### config.mk
export PLATFORM = sky130hd
export DESIGN_NAME = hazard_ctrl_v2
export DESIGN_NICKNAME = d
export VERILOG_FILES = /design/src/rtl/hazard_ctrl_v2.sv
export SDC_FILE = /design/constraint.sdc
export NUM_CORES = 1
export LEC_CHECK = 0
export CORE_MARGIN = 5
export CORE_UTILIZATION = 43
export DETAILED_ROUTE_END_ITERATION = 8
export GPL_ROUTABILITY_DRIVEN = 0
export PLACE_DENSITY = 0.76
export SKIP_LAST_GASP = 1
export SLEW_MARGIN = 5
export SYNTH_ARGS = -nofsm -noshare
export SYNTH_HDL_FRONTEND = slang
export SYNTH_SLANG_ARGS = --single-unit
### constraint.sdc
create_clock -name CLK -period 1.95 [get_ports CLK]
set_input_delay 0.39 -clock CLK [delete_from_list [all_inputs] [get_ports CLK]]
set_output_delay 0.39 -clock CLK [all_outputs]
set_load 0.05 [all_outputs]
### src/rtl/hazard_ctrl_v2.sv
// Registered hazard controller for the 5-stage MIPS pipeline: load-use stalls,
// memory-wait freezes, deferred redirects, halt drain and saturating counters.
module hazard_ctrl_v2 #(
   parameter int REG_W        = 5,
   parameter int LU_CYCLES    = 1,
   parameter int DRAIN_CYCLES = 3,
   parameter int CNT_W        = 16
) (
   input  logic             CLK,
   input  logic             RST,
   input  logic             ihit,
   input  logic             dmem_req,
   input  logic             dhit,
   input  logic             halt_in,
   input  logic             redirect,
   input  logic             ex_load,
   input  logic [REG_W-1:0] ex_rd,
   input  logic [REG_W-1:0] id_rs,
   input  logic [REG_W-1:0] id_rt,
   input  logic             id_use_rs,
   input  logic             id_use_rt,
   output logic             pc_en,
   output logic             ifid_en,
   output logic             ifid_flush,
   output logic             idex_en,
   output logic             idex_flush,
   output logic             exmem_en,
   output logic             memwb_bubble,
   output logic             halted,
   output logic [CNT_W-1:0] stall_cnt,
   output logic [CNT_W-1:0] flush_cnt
);

   localparam int DRAIN_W = (DRAIN_CYCLES < 1) ? 1 : $clog2(DRAIN_CYCLES + 1);

   typedef enum logic [1:0] {RUN, LU_STALL, DRAIN, HALTED} state_t;

   state_t             r_state;
   logic [2:0]         r_lu_ctr;
   logic [DRAIN_W-1:0] r_drain_ctr;
   logic               r_redir_pend;
   logic [CNT_W-1:0]   r_stall_cnt;
   logic [CNT_W-1:0]   r_flush_cnt;

   logic w_mem_wait;
   logic w_eff_redir;
   logic w_lu_hit;

   assign w_mem_wait  = dmem_req & ~dhit;
   assign w_eff_redir = redirect | r_redir_pend;
   assign w_lu_hit    = ex_load & (ex_rd != '0) &
                        ((id_use_rs & (id_rs == ex_rd)) | (id_use_rt & (id_rt == ex_rd)));

   assign stall_cnt = r_stall_cnt;
   assign flush_cnt = r_flush_cnt;

   // Branch order below is the hazard priority; state decides which events are visible.
   always_comb begin
      pc_en        = 1'b1;
      ifid_en      = 1'b1;
      ifid_flush   = 1'b0;
      idex_en      = 1'b1;
      idex_flush   = 1'b0;
      exmem_en     = 1'b1;
      memwb_bubble = 1'b0;
      halted       = 1'b0;
      if (r_state == HALTED) begin
         pc_en    = 1'b0;
         ifid_en  = 1'b0;
         idex_en  = 1'b0;
         exmem_en = 1'b0;
         halted   = 1'b1;
      end else if (w_mem_wait) begin
         pc_en        = 1'b0;
         ifid_en      = 1'b0;
         idex_en      = 1'b0;
         exmem_en     = 1'b0;
         memwb_bubble = 1'b1;
      end else if (r_state == DRAIN) begin
         pc_en      = 1'b0;
         ifid_flush = 1'b1;
      end else if (w_eff_redir) begin
         ifid_flush = 1'b1;
         idex_flush = 1'b1;
      end else if (halt_in) begin
         pc_en      = 1'b0;
         ifid_flush = 1'b1;
      end else if ((r_state == LU_STALL) || w_lu_hit) begin
         pc_en      = 1'b0;
         ifid_en    = 1'b0;
         idex_flush = 1'b1;
      end else if (!ihit) begin
         pc_en      = 1'b0;
         ifid_flush = 1'b1;
      end
   end

   always_ff @(posedge CLK) begin
      if (RST) begin
         r_state      <= RUN;
         r_lu_ctr     <= '0;
         r_drain_ctr  <= '0;
         r_redir_pend <= 1'b0;
         r_stall_cnt  <= '0;
         r_flush_cnt  <= '0;
      end else begin
         if ((r_state != HALTED) && !pc_en && (r_stall_cnt != '1))
            r_stall_cnt <= r_stall_cnt + 1'b1;
         case (r_state)
            RUN, LU_STALL: begin
               if (w_mem_wait) begin
                  // Redirect cannot be applied while frozen; remember it for the release cycle.
                  if (redirect)
                     r_redir_pend <= 1'b1;
               end else if (w_eff_redir) begin
                  r_redir_pend <= 1'b0;
                  r_state      <= RUN;
                  r_lu_ctr     <= '0;
                  if (r_flush_cnt != '1)
                     r_flush_cnt <= r_flush_cnt + 1'b1;
               end else if (halt_in) begin
                  r_lu_ctr <= '0;
                  if (DRAIN_CYCLES == 0) begin
                     r_state <= HALTED;
                  end else begin
                     r_state     <= DRAIN;
                     r_drain_ctr <= DRAIN_W'(DRAIN_CYCLES);
                  end
               end else if (r_state == LU_STALL) begin
                  r_lu_ctr <= r_lu_ctr - 3'd1;
                  if (r_lu_ctr <= 3'd1)
                     r_state <= RUN;
               end else if (w_lu_hit && (LU_CYCLES > 1)) begin
                  r_state  <= LU_STALL;
                  r_lu_ctr <= 3'(LU_CYCLES - 1);
               end
            end
            DRAIN: begin
               if (!w_mem_wait) begin
                  r_drain_ctr <= r_drain_ctr - 1'b1;
                  if (r_drain_ctr <= DRAIN_W'(1))
                     r_state <= HALTED;
               end
            end
            default: ;
         endcase
      end
   end

endmodule

==> After elaboration in Yosys (flattened, before gate mapping) <==
Index checks and enable logic that the tools add are counted.
{ "op_classes": {"add_sub_neg": 4, "magnitude_cmp": 2, "n_eq_ne": 16, "muxes": 50, "bitwise": 9, "reduce_logical": 15} }
{ "op_table": {"columns": ["op", "n"], "rows": [
  ["1-bit two-way mux", 34],
  ["16-bit by 1-bit adder with 16-bit output, second input constant", 2],
  ["16-bit != test, second input constant", 2],
  ["2-bit two-way mux", 11],
  ["2-bit != test, second input constant", 6],
  ["5-bit == test", 2],
  ["3-bit two-way mux", 3],
  ["4-bit != test, second input constant", 2],
  ["2-bit one-hot mux with 2 select lines", 2],
  ["3-bit AND reduction", 2],
  ["6-bit AND reduction", 1],
  ["1-bit bitwise AND", 5],
  ["5-bit AND reduction", 1],
  ["5-bit nonzero test", 1],
  ["2-bit == test, second input constant", 2],
  ["4-bit AND reduction", 1],
  ["2-bit nonzero test", 2],
  ["3-bit by 1-bit less-or-equal comparator with 1-bit output, second input constant", 1],
  ["3-bit nonzero test", 1],
  ["3-bit by 1-bit subtractor with 3-bit output, second input constant", 1],
  ["2-bit by 1-bit == test with 1-bit output, second input constant", 1],
  ["2-bit by 1-bit less-or-equal comparator with 1-bit output, second input constant", 1],
  ["1-bit logical AND", 2],
  ["2-bit zero test", 1],
  ["other kinds (7)", 9]
]} }
{ "totals": {"reg_bits": 40, "inputBits": 25, "out_inout_bits": 40, "word_cells": 102} }

==> Depth between registers and ports, before layout <==
Gate-level depths: netlist (run 1).
{ "logic_depth": {"word_depth": 14, "depth_mapped": 9, "ltp_nobuf": 7} }

==> Least setup slack after synthesis (run 1) <==
Ideal clock, no wire load.
{ "synth_path": {"kind": "flip-flop to output port", "startpoint": "reg r_state[1]", "endpoint": "out ifid_en", "arrival_ns": 2.825, "required_time_ns": 1.560, "setup_slack_ns": -1.265, "stages_incl_launch_ff": 6, "n_path_buf": 1, "path_cell_list": "dfxtp_1 -> buf_2 -> inv_1 -> nor2_1 -> nor2_1 -> a21boi_0"} }
{ "synth_via": {"elab_chain_cells": 8, "word_cells_on_any_way": 10, "classes_between": "3 x eq/ne; 6 x mux; 1 x reduce/logical"} }
{ "synth_lines": {"columns": ["item", "line_no", "source"], "rows": [
  ["start: declaration", "38", "state_t r_state;"],
  ["start signal: assignment", "100", "r_state <= RUN;"],
  ["start signal: assignment", "117", "r_state <= RUN;"],
  ["start signal: assignment", "124", "r_state <= HALTED;"],
  ["2-bit by 1-bit == test with 1-bit output", "88", "end else if ((r_state == LU_STALL) || w_lu_hit) begin"],
  ["1-bit logical OR", "88", null],
  ["1-bit two-way mux", "88", null],
  ["1-bit two-way mux", "85", "end else if (halt_in) begin"],
  ["1-bit two-way mux", "82", "end else if (w_eff_redir) begin"],
  ["1-bit two-way mux", "79", "end else if (r_state == DRAIN) begin"],
  ["1-bit two-way mux", "73", "end else if (w_mem_wait) begin"],
  ["1-bit two-way mux (*)", "67", "if (r_state == HALTED) begin"],
  ["end: declaration", "23", "output logic ifid_en,"]
]} }
Mark *: on every way between the ends. The rest lies on a longest branch, timed or not.

==> Worst setup path after layout (run 1) <==
{ "layout_path": {"startpoint": "in id_rt[3]", "endpoint": "out idex_flush"} }
{ "layout_via": {"elab_chain_cells": 11} }
{ "layout_lines": {"columns": ["item", "line_no", "source"], "rows": [
  ["start: declaration", "19", "input logic [REG_W-1:0] id_rt,"],
  ["5-bit == test", "52", "((id_use_rs & (id_rs == ex_rd)) | (id_use_rt & (id_rt == ex_rd)));"],
  ["1-bit bitwise AND", "52", null],
  ["1-bit OR", "52", null],
  ["1-bit bitwise AND", "51", "assign w_lu_hit = ex_load & (ex_rd != '0) &"],
  ["1-bit logical OR", "88", null],
  ["1-bit two-way mux", "88", null],
  ["1-bit two-way mux", "85", null],
  ["1-bit two-way mux", "82", null],
  ["1-bit two-way mux", "79", null],
  ["1-bit two-way mux", "73", null],
  ["1-bit two-way mux", "67", null],
  ["end: declaration", "26", "output logic idex_flush,"]
]} }
Every way passes these cells.

==> results of run 1 <==
## registers in the layout (all words and copies together), names as in the netlist
register	cells
r_lu_ctr	3
r_drain_ctr	2
r_state	2
stall_cnt	16
flush_cnt	16
r_redir_pend	1
## power groups by stage
stage	clock network, mW	registers [mW]	logic (mW)
after global placement	0	0.870	0.495
after floorplan	0	0.919	0.236
after global routing	0.590	0.858	0.612
after CTS	0.561	0.854	0.544
after detailed placement	0	0.872	0.505
final	0.545	0.854	0.574
## repair_timing
item                       CTS  global route
setup endpoints to repair   37            26
pin swaps                   25            16
buffers inserted             8             3
cloned                       1             0
gates resized for setup     91            25
## path summary, 6_finish.rpt
check,to,slack (ns),depth (start not counted)
setup / recovery,idex_flush,-0.06,8
hold / removal,r_lu_ctr[2]$_SDFFE_PP0P_,0.50,2
setup reg to reg,stall_cnt[1]$_SDFFE_PP0P_,-0.05,8
hold reg to reg,r_lu_ctr[2]$_SDFFE_PP0P_,0.50,2
## cells in the mapped netlist (all sizes together)
master and number:
nor2b 2, mux2i 4, xnor2 16, nor3b 1
nand4 9, dfxtp 40, mux2 1, nand3 13
or4 8, o31ai 7, xor2 6, buf 5
o21a 1, a211oi 2, ha 5, a21o 1
nor4 2, nand2b 2, and4 2, a22oi 2
a21bo 1, inv 12, a32o 1, a311oi 1
o21ai 16, o31a 1, nor2 34, a21oi 25
o22ai 2, or3 11, nand2 20, a21boi 1
a2111oi 1, and3 4, clkbuf 5, nor3 8
o211ai 1, and2 3
## kinds of logic after synthesis
family          after synthesis  synth area share [%]
mux                           5                  2.26
fa+ha+maj                     5                  2.76
xor+xnor                     22                  8.50
buf+inv                      22                  4.75
compound gates               63                  17.8
flops                        40                  35.3
simple gates                119                  28.6
## worst max-delay path, delay by kind of cell
family / cells / cell delay (ns)
AO/OA/AOI/OAI: 3 / 0.55
XOR/XNOR: 1 / 0.13
buffers and inverters: 3 / 0.47
AND/OR/NAND/NOR: 1 / 0.08
## cell type report
type | instances | area [um2]
inverter | 12 | 45.0
multi-input combinational | 215 | 1570
sequential | 40 | 850
timing repair buffer | 122 | 1080
clock inverter | 1 | 8.76
fill | 393 | 1390
tap | 70 | 87.6
clock buffer | 7 | 76.3
## cell usage in the layout, fill, tap and decap left out, types with 8 or more instances in the layout
| cell | synthesis | layout |
|---|---|---|
| nand4_1 | 8 | 8 |
| clkdlybuf4s50_1 | 0 | 10 |
| buf_4 | 1 | 77 |
| dfxtp_1 | 40 | 19 |
| nand2_1 | 20 | 19 |
| inv_1 | 12 | 12 |
| buf_2 | 2 | 9 |
| xnor2_1 | 16 | 9 |
| dfxtp_2 | 0 | 12 |
| or3_1 | 11 | 9 |
| dfxtp_4 | 0 | 9 |
| a21oi_1 | 25 | 21 |
| nand3_1 | 13 | 13 |
| nor2_1 | 33 | 31 |
| o21ai_0 | 10 | 9 |
## per-layer routing
| metal | part of all wire (%) | track usage, % | vias up |
|---|---|---|---|
| met1 | 42 | 22.9 | 1194 |
| met2 | 52 | 36.6 | 58 |
| met5 | 0 | 0 | - |
| met4 | 2.0 | 6.86 | 0 |
| met3 | 4.3 | 3.90 | 12 |
| li1 | - | - | 1232 |
==> summary.txt, run 1 <==
Detailed routing
  – Iter 0 DRT Violations: 81
  – Routed via count: 2496
  – Antenna viol nets, final: 0
  – DRC Markers: 0
  – Via density: 5.34
  – Drt pass-1 iters: 4
  – Total Wirelength: 6710 um
  – Routed len/inst: 14.4 um

Placed design
  – Placed Area: 0.00340 mm2
  – DP HPWL: 4760 um
  – Port Buf Inserts: 64
  – DP Worst Slack: -0.633 ns
  – Placed insts: 447

Finish
  – Area Overhead vs Synth: 63.9%
  – Utilization after layout: 72.7%
  – Final cell count without fillers: 467
  – Fin nets: 426
  – Finished Cell Area: 0.00371 mm2
  – ANT cells: 0
  – Layout cells sized above 1: 42.6%

Flow run
  – Maxcap violations: 0

STA
  – Clock skew: 0.00503 ns
  – RSZ-0062 raised after global routing: true
  – Post-layout min period: 2.01 ns
  – Slew at the pin closest to its max-slew limit: 0.501 ns
  – Final hold violation count: 0
  – Final worst slack: -0.0596 ns
  – Tightest hold margin: 0.497 ns
  – Setup TNS: -0.257 ns
  – Slew HR: 66.4%
  – Max Slew Vio Count: 0
  – Final setup fails: 10
  – Fin crit share: 103%
  – Highest Clock Rate: 498 MHz

Critical path
  – Critical path arrival: 1.62 ns
  – Kind of critical path: primary input to output pin
  – Critical-path cell list: clkdlybuf4s15_2 > xnor2_2 > nand2_1 > o22ai_2 > a32o_2 > buf_6 > a21o_1 > buf_12
  – CP required: 1.56 ns
  – Setup crit end kind: output pin
  – R2r startpoint: stall_cnt[9]$_SDFFE_PP0P_
  – Slowest CP cell: a32o_2
  – Critical path startpoint: id_rt[3]
  – Worst path max stage delay: 0.28 ns
  – Crit path max fanout: 3
  – Setup crit start kind: primary input

Power
  – Comb pwr share: 29.1%
  – LEAKAGE: 1.62 nW
  – Peak supply drop: 0.000397 V
  – Part of the power in registers: 43.3%
  – Net Sw Frac: 30.9%
  – Pwr Total: 1.97 mW
  – Pwr/cell area: 531 mW/mm2
  – Pint: 1.36 mW
  – Switching Power: 0.609 mW
  – Clock group share of total power: 27.6%

Status
  – Failing checks: setup timing
  – Status: finished, violations left

Logic synthesis
  – Synth Net Count: 306
  – Yosys reg bits: 40
  – Ranking of synthesized cells by area: dfxtp_1, xnor2_1, a21oi_1
  – Synthesized area: 0.00227 mm2
  – Cell variety after synth: 48
  – Area share of the largest cell type after synthesis: 35.3%
  – Avg Inst Size Synth: 8.21 um2
  – Synth area leader: dfxtp_1
  – Seq/Total Area, Yosys: 35.3%
  – Syn Inst Count: 276
  – Yosys warnings: 0

GRT
  – Grt ovf: 0
  – Vias in the first global route: 2426
  – Largest net degree at the start of global routing: 38
  – Initial antenna violation count: 0
  – Total track usage: 20.0%
  – First-pass GRT wire length: 10700 um

Clock tree
  – CTS sink count: 40
  – TritonCTS Buffers: 5
  – H-tree depth: 2
  – Reg clk slew, reported paths: 0.08 ns
  – CTS tree: done
  – CTS Hold Buffers Added: 0
  – CTS Root Cell: clkbuf_8
  – Clock Path Buffers: 2
  – Clock Latency Late Sink: 0.29 ns

Min path
  – Tightest Hold Check Type: flip-flop to flip-flop
  – HP Start: r_lu_ctr[2]$_SDFFE_PP0P_

Floorplan
  – Chip width: 82.6 um
  – Initial Util: 44.4%
  – Full die area: 0.00682 mm2
  – DIE HEIGHT: 82.6 um
  – Area of the core: 0.00511 mm2
  – Ports: 65
  – Std-Cell Rows: 26
(Power assumes the default switching activity.)
==> run 2: changes to the inputs <==
--- a/config.mk
+++ b/config.mk
@@ -10,3 +10,2 @@
 export DETAILED_ROUTE_END_ITERATION = 8
-export GPL_ROUTABILITY_DRIVEN = 0
 export PLACE_DENSITY = 0.76
--- a/constraint.sdc
+++ b/constraint.sdc
@@ -3,2 +3,2 @@
 set_output_delay 0.39 -clock CLK [all_outputs]
-set_load 0.05 [all_outputs]
+set_load 0.005 [all_outputs]
==> summary.txt, run 2 (synthesis gave the netlist of run 1 again) <==
Finish
  – Finished Cell Area: 0.00363 mm2
  – Commonest non-fill, non-tap cell in the layout: buf_4
  – Utilization after layout: 71.1%
  – Area Overhead vs Synth: 60.1%
  – Fin nets: 430
  – ANT cells: 0
  – Most frequent cells in the layout: buf_4, clkdlybuf4s50_1, dfxtp_1, nor2_1, a21oi_1
  – Layout cells sized above 1: 32.8%
  – Final cell count without fillers: 470

Placed design
  – Gpl congestion: 0.772
  – DP HPWL: 4480 um
  – Placed insts: 446
  – Port Buf Inserts: 64
  – Placed Area: 0.00329 mm2

Detailed routing
  – Total Wirelength: 6750 um
  – Met2 Wirelength: 3480 um
  – Highest metal used: met4
  – DRC Markers: 0
  – Met3 wire len: 313 um
  – Routed via count: 2493
  – Wl on met1: 2780 um
  – Via density: 5.30
  – Routed len/inst: 14.4 um
  – Iter 0 DRT Violations: 94
  – Antenna viol nets, final: 0
  – Drt pass-1 iters: 4

Power
  – Pwr Total: 1.84 mW
  – Pint: 1.33 mW
  – Peak supply drop: 0.000380 V
  – Part of the power in registers: 47.0%
  – Net Sw Frac: 27.8%
  – Switching Power: 0.511 mW
  – Comb pwr share: 24.6%
  – Clock group share of total power: 28.5%
  – Pwr/cell area: 506 mW/mm2
  – LEAKAGE: 1.46 nW

Clock tree
  – Clock Path Buffers: 2
  – CTS Root Cell: clkbuf_8
  – Reg clk slew, reported paths: 0.08 ns
  – TritonCTS Buffers: 5
  – CTS sink count: 40
  – H-tree depth: 2
  – CTS tree: done
  – Clock Latency Late Sink: 0.29 ns

Floorplan
  – Full die area: 0.00682 mm2
  – Ports: 65
  – Std-Cell Rows: 26
  – Initial Util: 44.4%
  – Chip width: 82.6 um
  – DIE HEIGHT: 82.6 um
  – Area of the core: 0.00511 mm2

STA
  – Slew at the pin closest to its max-slew limit: 0.498 ns
  – Clock skew: 0.00630 ns
  – Fin crit share: 104%
  – Tightest hold margin: 0.498 ns
  – Final setup fails: 8
  – Highest Clock Rate: 494 MHz
  – Final hold violation count: 0
  – RSZ-0062 raised after global routing: true
  – Post-layout min period: 2.02 ns
  – Max Slew Vio Count: 0
  – Slew HR: 66.6%
  – Final worst slack: -0.0728 ns

GRT
  – Largest net degree at the start of global routing: 26
  – Initial antenna violation count: 0
  – Total track usage: 20.2%
  – First-pass GRT wire length: 10800 um
  – Vias in the first global route: 2472
  – Grt ovf: 0

Critical path
  – Setup crit start kind: flip-flop
  – Setup crit end kind: flip-flop
  – Kind of critical path: flip-flop to flip-flop
  – Crit path max fanout: 6
  – CP required: 2.13 ns
  – Critical path arrival: 2.20 ns

Min path
  – Tightest Hold Check Type: flip-flop to flip-flop

Flow run
  – Maxcap violations: 0

Status
  – Failing checks: setup timing
  – Status: finished, violations left
## run 2: through the flow
step | setup TNS (ns) | setup slack (ns)
after floorplan | -0.0271 | -0.0271
after global placement | -18.27 | -0.760
after detailed placement | -19.72 | -0.806
after CTS | -0.0621 | -0.0427
after global routing | -1.57 | -0.152
final | -0.245 | -0.0728
## run 2: repair_timing
| item | 4_1_cts | 5_1_grt |
|---|---|---|
| hold buffers | 0 | 0 |
| setup buffers | 11 | 5 |
| gates resized for setup | 103 | 39 |
| pin swaps | 27 | 20 |
| endpoints found under the setup margin | 38 | 31 |
| gates cloned | 2 | 0 |
## run 2: power by group through the flow
| stage | clock network, mW | registers (mW) | logic [mW] |
|---|---|---|---|
| after floorplan | 0 | 0.877 | 0.184 |
| after global placement | 0 | 0.874 | 0.361 |
| after detailed placement | 0 | 0.875 | 0.368 |
| after CTS | 0.531 | 0.862 | 0.419 |
| after global routing | 0.574 | 0.866 | 0.486 |
| final | 0.523 | 0.862 | 0.452 |
## run 2: path summary, 6_finish.rpt
path / startpoint / end / slack (ns) / cells past startpoint
setup / recovery: stall_cnt[9]$_SDFFE_PP0P_ / stall_cnt[1]$_SDFFE_PP0P_ / -0.07 / 9
hold reg to reg: r_lu_ctr[2]$_SDFFE_PP0P_ / r_lu_ctr[2]$_SDFFE_PP0P_ / 0.50 / 2
setup reg to reg: stall_cnt[9]$_SDFFE_PP0P_ / stall_cnt[1]$_SDFFE_PP0P_ / -0.07 / 9
hold / removal: r_lu_ctr[2]$_SDFFE_PP0P_ / r_lu_ctr[2]$_SDFFE_PP0P_ / 0.50 / 2
## run 2: layer usage
| metal | global-route usage, % | vias up |
|---|---|---|
| met5 | 0 | - |
| met4 | 7.84 | 0 |
| met3 | 4.77 | 15 |
| met2 | 35.9 | 65 |
| met1 | 23.3 | 1169 |
| li1 | - | 1244 |
## run 2: critical path, stage by stage, from the launching register on
cell	delay (ns)
dfxtp_2	0.36
nand4_4	0.13
nor4_4	0.42
a2111oi_4	0.12
buf_4	0.18
buf_4	0.14
a22oi_2	0.18
buf_6	0.16
mux2i_1	0.17
nor2_1	0.05
## run 2: final cells by class
class | instances | area [um2]
clock inverters | 1 | 5.00
inverters | 12 | 45.0
multi-input cells | 216 | 1560
repair buffers | 125 | 1050
well taps | 70 | 87.6
flip-flops and latches | 40 | 816
fillers | 410 | 1480
clock buffers | 6 | 72.6
==> run 3: changes to the inputs <==
Settings changed: CORE_MARGIN 5 to not set.
==> summary.txt, run 3 (synthesis gave the netlist of run 1 again) <==
Status
  – Status: finished, violations left
  – Failing checks: setup timing

STA
  – Final setup fails: 11
  – RSZ-0062 raised after global routing: true
  – Final hold violation count: 0
  – Slew at the pin closest to its max-slew limit: 0.416 ns
  – Post-layout min period: 2.04 ns
  – Clock skew: 0.0138 ns
  – Highest Clock Rate: 491 MHz
  – Slew HR: 72.2%
  – Setup TNS: -0.585 ns
  – Fin crit share: 104%
  – Max Slew Vio Count: 0
  – Final worst slack: -0.0870 ns

Detailed routing
  – Drt pass-1 iters: 4
  – Routed via count: 2600
  – DRC Markers: 0
  – Antenna viol nets, final: 0
  – Total Wirelength: 7280 um
  – Routed len/inst: 15.3 um
  – Iter 0 DRT Violations: 114
  – Via density: 5.46

Critical path
  – R2R cell count: 9
  – Crit path top cell by count: buf_4
  – Critical path arrival: 2.21 ns
  – R2r setup slk: -0.09 ns
  – Critical-path cell list: nand3_1 > nor4_4 > a2111oi_4 > buf_4 > a22oi_2 > buf_4 > buf_6 > mux2i_1 > nor2_1
  – RR Endpoint: stall_cnt[1]$_SDFFE_PP0P_
  – Worst path max stage delay: 0.41 ns
  – CP required: 2.12 ns
  – Crit path max fanout: 4
  – Setup crit start kind: flip-flop
  – Setup crit end kind: flip-flop
  – Top Family by Delay on Critical Path: simple AND/OR/NAND/NOR gates
  – Kind of critical path: flip-flop to flip-flop
  – Slowest CP cell: nor4_4
  – R2r startpoint: stall_cnt[3]$_SDFFE_PP0P_
  – CP Buf/Inv Count: 3

Clock tree
  – CTS Root Cell: clkbuf_8
  – CTS sink count: 40
  – H-tree depth: 2
  – TritonCTS Buffers: 5
  – CTS tree: done
  – Clock Latency Late Sink: 0.30 ns
  – Clock Path Buffers: 2
  – Reg clk slew, reported paths: 0.09 ns

Min path
  – Hold-critical path endpoint: r_lu_ctr[2]$_SDFFE_PP0P_
  – Hold depth: 2
  – HP Start: r_lu_ctr[2]$_SDFFE_PP0P_
  – Tightest Hold Check Type: flip-flop to flip-flop

Placed design
  – DP HPWL: 4280 um
  – DP Worst Slack: -0.811 ns
  – Placed insts: 445
  – Gpl congestion: 0.873
  – Port Buf Inserts: 64

Finish
  – Area of the multi-input gates: 0.00165 mm2
  – Fill count: 363
  – Utilization after layout: 74.3%
  – Register area: 817 um2
  – Final cell count without fillers: 476
  – Commonest non-fill, non-tap cell in the layout: buf_4
  – Most frequent cells in the layout: buf_4, clkdlybuf4s50_1, dfxtp_1, nor2_1, nand2_1
  – ANT cells: 0
  – Area Overhead vs Synth: 67.3%
  – Layout cells sized above 1: 37.9%
  – Fin nets: 435

GRT
  – Initial antenna violation count: 0
  – GR Layer Usage met2: 46.1%
  – Global routing usage on met1: 27.7%
  – Vias in the first global route: 2534
  – Grt ovf: 0
  – Largest net degree at the start of global routing: 30
  – GR peak layer: met2
  – First-pass GRT wire length: 11000 um
  – Total track usage: 25.6%
  – Met3 GRT Util: 6.16%

Power
  – LEAKAGE: 1.53 nW
  – Peak supply drop: 0.000433 V
  – Pwr/cell area: 537 mW/mm2

Floorplan
  – Area of the core: 0.00511 mm2
  – Ports: 65
  – DIE HEIGHT: 74.6 um
  – Std-Cell Rows: 26
  – Initial Util: 44.4%
  – Chip width: 74.6 um
  – Full die area: 0.00557 mm2

Flow run
  – Maxcap violations: 0
[run 3: cell count changes in the layout (fill, tap and decap cells not counted), moves of 2 or more]
cell             change
a21oi_1              -7
a21oi_2              +7
buf_4                +4
clkdlybuf4s15_1      -2
o31ai_1              -5
o31ai_2              +3
o31ai_4              +2
or4_1                -3
or4_4                +3
[run 3: stage by stage]
stage                     hold slack, ns  total power, mW  cell area [um2]
after floorplan                    0.458             1.06             2280
after global placement             0.471             1.23             3280
after detailed placement           0.485             1.24             3280
after CTS                          0.500             1.99             3590
after global routing               0.537             2.12             3790
final                              0.500             2.04             3790
[run 3: worst max path at each step]
stage / start / depth (start not counted) / to
after detailed placement: ex_rd[2] / 8 / ifid_flush
after floorplan: stall_cnt[0]$_SDFFE_PP0P_ / 9 / stall_cnt[1]$_SDFFE_PP0P_
after CTS: stall_cnt[9]$_SDFFE_PP0P_ / 9 / stall_cnt[1]$_SDFFE_PP0P_
after global placement: ex_rd[1] / 8 / ifid_flush
final: stall_cnt[3]$_SDFFE_PP0P_ / 9 / stall_cnt[1]$_SDFFE_PP0P_
after global routing: stall_cnt[6]$_SDFFE_PP0P_ / 9 / stall_cnt[1]$_SDFFE_PP0P_
[run 3: layer usage]
layer  up-vias  share of wire (%)  wire length [um]
li1       1251                  -                 -
met1      1239                 40              2930
met2        86                 52              3780
met3        24                4.5               327
met4         0                3.4               246
met5         -                  0                 0
[run 3: worst reg2reg max path, cell delays in order, from the launching register on]
cell and delay [ns]:
dfxtp_1 0.34, nand3_1 0.16, nor4_4 0.41, a2111oi_4 0.15, buf_4 0.16, a22oi_2 0.18, buf_4 0.16, buf_6 0.10
mux2i_1 0.17, nor2_1 0.06
[run 3: final cells by class]
type	instances	area share [%]
multi-input combinational	216	43.5
timing repair buffer	130	28.6
sequential	40	21.5
tap	70	2.31
clock buffer	6	1.91
inverter	12	1.25
clock inverter	2	0.923
[run 3: power breakdown]
| group | switching (mW) | total [mW] | internal (mW) |
|---|---|---|---|
| Combinational | 0.225 | 0.488 | 0.263 |
| Clock | 0.304 | 0.684 | 0.380 |
| Sequential | 0.0243 | 0.863 | 0.839 |
| Total | 0.553 | 2.04 | 1.48 |
[run 3: repair_timing]
item	4_1_cts	5_1_grt
endpoints found under the setup margin	38	31
pin swaps	25	33
cloned	2	0
hold buffers	0	0
endpoints found under the hold margin	0	0
buffers inserted	14	8
resized for setup	99	62
==> RTL change: new RTL, settings of run 3 <==
Re-encode `state_t` (4 states) as one-hot, 4 bits wide.
--- a/src/rtl/hazard_ctrl_v2.sv
+++ b/src/rtl/hazard_ctrl_v2.sv
@@ -35,3 +35,3 @@
 
-   typedef enum logic [1:0] {RUN, LU_STALL, DRAIN, HALTED} state_t;
+   typedef enum logic [3:0] {RUN = 4'b0001, LU_STALL = 4'b0010, DRAIN = 4'b0100, HALTED = 4'b1000} state_t;
 
Function: same outputs for any inputs over 4 cycles, from zero or initial values and one cycle with RST high; so few cycles prove little.
==> RTL change against run 3 <==
The run still ends with negative setup slack left. Worst setup slack better by 0.0085 ns. Routed wire length shrank 18%. Clock skew decreased by 0.011 ns. Total power fell by 8.5%. Critical path type is now primary input to output pin. First-iteration DRC count shrank 18%. Cell area fell by 8.0%. Synthesized area is 7.5% lower. Sequential cell count decreased by 2. Sequential share of layout area is 0.51 points higher.
==> RTL change: results (changes against run 3) <==
stage	metric	value	unit	change
logic_synthesis	Synth area leaders	dfxtp_1, xnor2_1, nor2_1		
min_path	Hold Crit Depth	1		-1
sta	setup TNS	-0.548	ns	+0.0367 ns
placed_design	Routability Congestion	0.816		-6.5%
clocking	CTS-repair resized insts	73		-26%
status	run status	complete, but fails checks		
min_path	hold path endpoint	r_drain_ctr[0]		
clocking	Worst-path clk slew	0.07	ns	-0.02 ns
logic_synthesis	commonest cells in the netlist	dfxtp_1, nor2_1, a21oi_1		
finish	Filler Cell Count	350		-3.6%
logic_synthesis	Cells after Synth	257		-6.9%
sta	Worst-Margin Slew	0.317	ns	-0.0996 ns
critical_path	Setup crit end	ifid_flush		
global_route	first-pass GRT wire length	9470	um	-14%
drt	Avg WL per Cell	13.4	um	-12%
sta	Final setup viols	11		unchanged
sta	post-route worst setup slack	-0.0785	ns	+0.00853 ns
critical_path	crit-path max cell delay	0.54	ns	+0.13 ns
global_route	vias in the first global route	2150		-15%
placed_design	dpl cell area	3140	sq um	-4.3%
critical_path	Critical Path AT	1.64	ns	-0.57 ns
logic_synthesis	complex-gate fraction of the synthesized area	15.4	%	-2.3 points
sta	clk_skew	0.00328	ns	-0.0106 ns
status	violated checks	negative setup slack		
logic_synthesis	Seq/Total Area, Yosys	36.3	%	+0.94 points
drt	via/cell ratio	5.21		-4.7%
logic_synthesis	synth unique cells	46		-4.2%
finish	layout cells sized above 1	31.2	%	-6.7 points
drt	Starting DRT DRC Count	94		-18%
logic_synthesis	post-synthesis mux area share	1.01	%	-1.2 points
critical_path	RR Endpoint	stall_cnt[5]		
## RTL change: changes by cell type after synthesis, moves of 3 or more
cell            run 3  this run
mux2i_1             4         1
or3_1              11        14
o21ai_0            10         6
nand4_1             8        14
nand3_1            13        10
nand2_1            20        16
or4_1               8         3
o31ai_1             7         3
## RTL change: final cells by class
class / instances / area (sq um) / area share (%)
inverter: 10 / 37.5 / 1.08
clock buffer: 6 / 82.6 / 2.37
multi-input combinational: 201 / 1430 / 40.9
sequential: 38 / 769 / 22.0
clock inverter: 2 / 12.5 / 0.358
timing repair buffer: 124 / 1080 / 30.8
tap: 67 / 83.8 / 2.40
## RTL change: layer usage
layer	part of all wire [%]	global-route usage [%]	up-vias
met5	0	0	-
met4	0.87	7.41	0
met3	3.5	6.33	8
met2	52	38.7	55
met1	44	28.8	1107
li1	-	-	1163
## RTL change: power breakdown
group / switching [mW] / internal, mW
sequential: 0.0268 / 0.807
clock: 0.284 / 0.284
combinational: 0.201 / 0.259
